## src/rtl/mem_pkg.sv

```systemverilog
// mem_pkg: definitions shared by the two-port memory arbiter.
//   port_t     : port tag carried through the pending-read pipeline
//                (PORT_A = 0, PORT_B = 1); also the type of the round-robin
//                last_grant register.
//   RD_LATENCY : clocks from grant to rvalid. The macro MEM_ARB_RDATA_REG_EN
//                adds an output register stage, making it 2; the default is 1.
package mem_pkg;

  typedef enum logic {
    PORT_A = 1'b0,
    PORT_B = 1'b1
  } port_t;

`ifdef MEM_ARB_RDATA_REG_EN
  localparam int RD_LATENCY = 2;
`else
  localparam int RD_LATENCY = 1;
`endif

endpackage

```

## src/rtl/rr_arbiter2.sv

```systemverilog
// rr_arbiter2: two-requester round-robin grant logic (purely combinational).
//   req[1:0]   : requests, bit 0 = port A, bit 1 = port B
//   last_grant : port granted most recently
//   gnt[1:0]   : one-hot grant (or zero); a lone requester always wins, and
//                under contention the port that was not granted last wins.
module rr_arbiter2
  import mem_pkg::*;
(
  input  logic [1:0] req,
  input  port_t      last_grant,
  output logic [1:0] gnt
);

  always_comb begin
    gnt = 2'b00;
    case (req)
      2'b01:   gnt = 2'b01;
      2'b10:   gnt = 2'b10;
      2'b11:   gnt = (last_grant == PORT_B) ? 2'b01 : 2'b10;
      default: gnt = 2'b00;
    endcase
  end

endmodule

```

## src/rtl/mem_arbiter.sv

```systemverilog
// mem_arbiter: shares one single-port synchronous RAM between ports A and B.
//   clock, reset           : sole clock; synchronous active-high reset
//   a_* / b_*              : request ports (req, we, addr, wdata in;
//                            gnt, rvalid, rdata out)
//   ram_address/data/wren  : RAM command, driven by the granted port
//   ram_q                  : RAM read data, valid one clock after the address
// Optional feature: define MEM_ARB_RDATA_REG_EN to register rdata/rvalid once
// more (read latency 2 clocks instead of 1, throughput unchanged).
//
// Handshake: a port raises x_req with x_we/x_addr/x_wdata and holds them stable
// until x_gnt; x_gnt is combinational in the same cycle and the access is taken
// on the clock edge that ends that cycle. A new grant can be issued every cycle.
// Reads return on x_rvalid (one-cycle pulse) RD_LATENCY clocks after the grant;
// writes never produce an rvalid.
module mem_arbiter
  import mem_pkg::*;
#(
  parameter int DATA_WIDTH = 16,
  parameter int ADDR_SPACE = 16
) (
  input  logic                  clock,
  input  logic                  reset,
  input  logic                  a_req,
  input  logic                  a_we,
  input  logic [ADDR_SPACE-1:0] a_addr,
  input  logic [DATA_WIDTH-1:0] a_wdata,
  output logic                  a_gnt,
  output logic                  a_rvalid,
  output logic [DATA_WIDTH-1:0] a_rdata,
  input  logic                  b_req,
  input  logic                  b_we,
  input  logic [ADDR_SPACE-1:0] b_addr,
  input  logic [DATA_WIDTH-1:0] b_wdata,
  output logic                  b_gnt,
  output logic                  b_rvalid,
  output logic [DATA_WIDTH-1:0] b_rdata,
  output logic [ADDR_SPACE-1:0] ram_address,
  output logic [DATA_WIDTH-1:0] ram_data,
  output logic                  ram_wren,
  input  logic [DATA_WIDTH-1:0] ram_q
);

  logic [1:0] arb_gnt;
  port_t      last_grant;
  logic       rd_pend;
  port_t      rd_tag;
  logic       ret_a;
  logic       ret_b;

  rr_arbiter2 u_arb (
    .req        ({b_req, a_req}),
    .last_grant (last_grant),
    .gnt        (arb_gnt)
  );

  // Reset masks the grants so nothing reaches the RAM while reset is high.
  assign a_gnt = ~reset & arb_gnt[0];
  assign b_gnt = ~reset & arb_gnt[1];

  always_comb begin
    ram_address = '0;
    ram_data    = '0;
    ram_wren    = 1'b0;
    if (a_gnt) begin
      ram_address = a_addr;
      ram_data    = a_wdata;
      ram_wren    = a_we;
    end else if (b_gnt) begin
      ram_address = b_addr;
      ram_data    = b_wdata;
      ram_wren    = b_we;
    end
  end

  // last_grant only moves on an actual grant; idle cycles keep the fairness order.
  always_ff @(posedge clock) begin
    if (reset) begin
      last_grant <= PORT_B;
    end else if (a_gnt) begin
      last_grant <= PORT_A;
    end else if (b_gnt) begin
      last_grant <= PORT_B;
    end
  end

  // Pending-read stage: lines up with ram_q in the cycle after the grant.
  always_ff @(posedge clock) begin
    if (reset) begin
      rd_pend <= 1'b0;
      rd_tag  <= PORT_A;
    end else begin
      rd_pend <= (a_gnt & ~a_we) | (b_gnt & ~b_we);
      rd_tag  <= b_gnt ? PORT_B : PORT_A;
    end
  end

  assign ret_a = rd_pend & (rd_tag == PORT_A);
  assign ret_b = rd_pend & (rd_tag == PORT_B);

`ifdef MEM_ARB_RDATA_REG_EN
  logic                  a_rv_q;
  logic                  b_rv_q;
  logic [DATA_WIDTH-1:0] a_rd_q;
  logic [DATA_WIDTH-1:0] b_rd_q;

  always_ff @(posedge clock) begin
    if (reset) begin
      a_rv_q <= 1'b0;
      b_rv_q <= 1'b0;
      a_rd_q <= '0;
      b_rd_q <= '0;
    end else begin
      a_rv_q <= ret_a;
      b_rv_q <= ret_b;
      if (ret_a) a_rd_q <= ram_q;
      if (ret_b) b_rd_q <= ram_q;
    end
  end

  assign a_rvalid = ~reset & a_rv_q;
  assign b_rvalid = ~reset & b_rv_q;
  assign a_rdata  = reset ? '0 : a_rd_q;
  assign b_rdata  = reset ? '0 : b_rd_q;
`else
  // ram_q is passed straight through on the return cycle; the hold registers
  // keep the last returned word visible once rvalid drops.
  logic [DATA_WIDTH-1:0] a_hold;
  logic [DATA_WIDTH-1:0] b_hold;

  always_ff @(posedge clock) begin
    if (reset) begin
      a_hold <= '0;
      b_hold <= '0;
    end else begin
      if (ret_a) a_hold <= ram_q;
      if (ret_b) b_hold <= ram_q;
    end
  end

  assign a_rvalid = ~reset & ret_a;
  assign b_rvalid = ~reset & ret_b;
  assign a_rdata  = reset ? '0 : (ret_a ? ram_q : a_hold);
  assign b_rdata  = reset ? '0 : (ret_b ? ram_q : b_hold);
`endif

endmodule

```

## config.mk

```make
export PLATFORM = sky130hd
export DESIGN_NAME = mem_arbiter
export DESIGN_NICKNAME = d
export VERILOG_FILES = /design/src/rtl/mem_pkg.sv /design/src/rtl/rr_arbiter2.sv /design/src/rtl/mem_arbiter.sv
export SDC_FILE = /design/constraint.sdc
export NUM_CORES = 1
export LEC_CHECK = 0
export ABC_AREA = 1
export CORE_MARGIN = 10
export CORE_UTILIZATION = 31
export DETAILED_ROUTE_END_ITERATION = 6
export GPL_TIMING_DRIVEN = 1
export PLACE_DENSITY = 0.78
export SYNTH_ARGS = -nofsm -noshare
export SYNTH_HDL_FRONTEND = slang
export SYNTH_SLANG_ARGS = --single-unit
```

## constraint.sdc

```tcl
create_clock -name clock -period 1.2 [get_ports clock]
set_input_delay 0.24 -clock clock [delete_from_list [all_inputs] [get_ports clock]]
set_output_delay 0.24 -clock clock [all_outputs]
set_load 0.05 [all_outputs]
```

==> summary.md <==
| Metric | Value |
|---|---|
| Grt ovf | `0` |
| Antenna Cells | `0` |
| Max Fclk | `552 MHz` |
| Die span in x | `101 um` |
| Die ar. | `10200 um^2` |
| Fraction of registers with async set/reset | `0%` |
| Pin count of the biggest net entering global routing | `25` |
| Hold WC Path Type | `in -> reg` |
| Net Switching | `1.92 mW` |
| VDD IR max | `roughly 1.2 mV` |
| DR iter-0 viols | `between 200 and 250` |
| Syn Inst Count | `313` |
| Comb power frac | `53.6%` |
| # DRC | `0` |
| Layout cells sized above 1 | `56.8%` |
| Synth Flop Type | `dfxtp_1` |
| Failing checks | `negative setup slack` |
| Core ar. | `~6400 um^2` |
| Initial antenna violation count | `0` |
| Measured slew at the worst slew-check pin | `290 ps` |
| CP Capture Type | `primary output` |
| WL per Instance | `between 30 and 40 um` |
| Status | `complete, but fails checks` |
| Final antenna-violating net count | `0` |
| Final min period | `between 1500 and 2000 ps` |
| Max_cap viols | `0` |
| Worst-path maximum fanout | `2` |
| Unrepaired setup endpoints after global routing | `true` |
| Vias in the first global route | `3602` |
| Nets@finish | `577` |
| I/O Buffers | `154` |
| P_leak | `2.28 nW` |
| Crit path required time | `960 ps` |
| Seq/Total Area, Yosys | `34.3%` |
| Worst Path Class, Setup | `in -> out` |
| Routed Wire Length | `17.5 mm` |
| Crit start category | `primary input` |
| Mapped Nets | `399` |
| Mapped Area | `2050 um^2` |
| DRT Pass-1 Iters | `5` |
| Avg Inst Size Synth | `6.54 um^2` |
| Non-filler cells, final | `568` |
| Inst Count DP | `roughly 540` |
| Synth Register Bits | `35` |
| Starting density of the core | `between 30% and 40%` |
| Yosys cell types | `17` |
| Post-DP HPWL | `8.30 mm` |
| CTS root buf | `clkbuf_8` |
| Via count | `around 3.5k` |
| Final setup viols | `69` |
| Die Ht | `101 um` |
| Final RePlAce weighted congestion | `0.777` |
| Dominant cell by count in the synthesized netlist | `nand2_1` |
| Yosys warnings | `0` |
| Total GRT Usage | `26.1%` |
| CTS tree | `built` |
| Worst skew pair latency | `310 ps` |
| Standard-cell rows | `29` |
| Num CTS Buffers | `5` |
| Final Max Slew Viols | `0` |
| Synth area leader | `dfxtp_1` |
| Design area | `between 6000 and 7000 um^2` |
| Clock Path Buffers | `2` |
| Avg Vias per Cell | `around 6` |
| Layout area overhead | `195%` |
| Ranking of synthesized cells by area | `dfxtp_1, nand3_1, nand2_1` |
| Crit path arrival time | `1570 ps` |
| Slew headroom | `80.6%` |
| Clock sinks | `35` |
| Hold buffers post-CTS | `0` |
| Cell Int Power | `2.82 mW` |
| Final period utilization | `151%` |
| DP Area | `4920 um^2` |
| Reg clk slew, reported paths | `80 ps` |
| Final Skew | `between 6 and 7 ps` |
| Post-synth top cells | `nand2_1, nand3_1, dfxtp_1` |
| Pwr dens | `784 nW/um^2` |
| Hold Vio Cnt, Final | `0` |
| # H-tree levels | `2` |
| Post-synth EDFFs | `0` |
| Final WS setup | `-611 ps` |
| Clk network pwr share | `approximately a fifth` |
| Seq pwr share | `26.7%` |
| Power Total | `around 4.7 mW` |
| First-pass GRT wire length | `20.9 mm` |
| Net Sw Frac | `between 40 and 50%` |
| I/O pin count | `155` |
| Yosys top cell area share | `34.3%` |
| Fin Hold WS | `388 ps` |
==> worst paths after layout <==
path	start	slack, ps	depth (start not counted)	end
worst max register to register	rd_tag	0	4	a_hold[1]
worst min register to register	b_hold[11]	490	2	b_hold[11]
worst max-delay path	ram_q[1]	-610	6	a_rdata[1]
worst min-delay path	a_req	390	2	last_grant
==> what timing repair did <==
| action | in CTS | in global routing |
|---|---|---|
| endpoints found under the setup margin | 69 | 70 |
| gates resized for setup | 91 | 70 |
| buffers inserted | 10 | 5 |
| pin swaps | 21 | 29 |
| cloned | 7 | 3 |
==> critical path: stages <==
cell and delay [ps]:
clkdlybuf4s50_1 610, inv_1 100, nand3_1 130, nand2_1 170, nor2_4 170, buf_12 150
==> power groups by stage <==
stage	clock network, mW	logic [mW]	registers, mW
global placement	0	2.01	1.27
detailed placement	0	2.04	1.27
global route	0.975	2.59	1.27
CTS	0.870	2.28	1.25
floorplan	0	1.03	1.26
finish	0.937	2.54	1.26
==> through the flow <==
step	setup slack, ps	util, %	TNS, ps
after floorplan	-144	-	-4390
after global placement	-588	77.1	-28800
after detailed placement	-605	77.1	-29410
after CTS	-437	88.4	-26820
after global routing	-629	94.6	-36020
final	-611	94.6	-34310
==> state kept, by name, summed over array words and instances, names as in the netlist <==
name        count
rd_tag          1
rd_pend         1
last_grant      1
b_hold         16
a_hold         16
==> layout by cell type, fill, tap and decap left out, types with 7 or more instances in the layout <==
cell / count
buf_4: 10
nand3_2: 26
inv_1: 19
dfxtp_1: 32
a21oi_4: 16
buf_12: 69
nand3_1: 16
nand2_2: 12
clkdlybuf4s50_1: 82
buf_6: 19
nand2_1: 17
buf_8: 8
nand4_1: 34
nand3_4: 24
nand2_4: 39
nor2_1: 9
nor2_4: 20
nor2_2: 7
==> layout make-up <==
| cell class | count | area (um^2) |
|---|---|---|
| sequential | 35 | 709 |
| clock buffer | 6 | 82.6 |
| timing repair buffer | 198 | 2820 |
| fill | 145 | 343 |
| clock inverter | 1 | 5.00 |
| inverter | 23 | 96.3 |
| tap | 77 | 96.3 |
| multi-input combinational | 228 | 2240 |
==> metal layers <==
metal	vias to the layer above	routed length, um	GRT usage [%]
met1	1665	5730	25.4
met2	302	8770	47.3
met3	83	1900	10.5
met4	0	1070	11.6
li1	1418	-	-
met5	-	0	0
==> cells by family after synthesis <==
| group | Yosys count | synth area share (%) |
|---|---|---|
| buf+inv | 52 | 13.1 |
| flops | 35 | 34.3 |
| simple gates | 209 | 48.3 |
| compound gates | 17 | 4.28 |
Note: power is estimated with default switching activity, not from simulation.
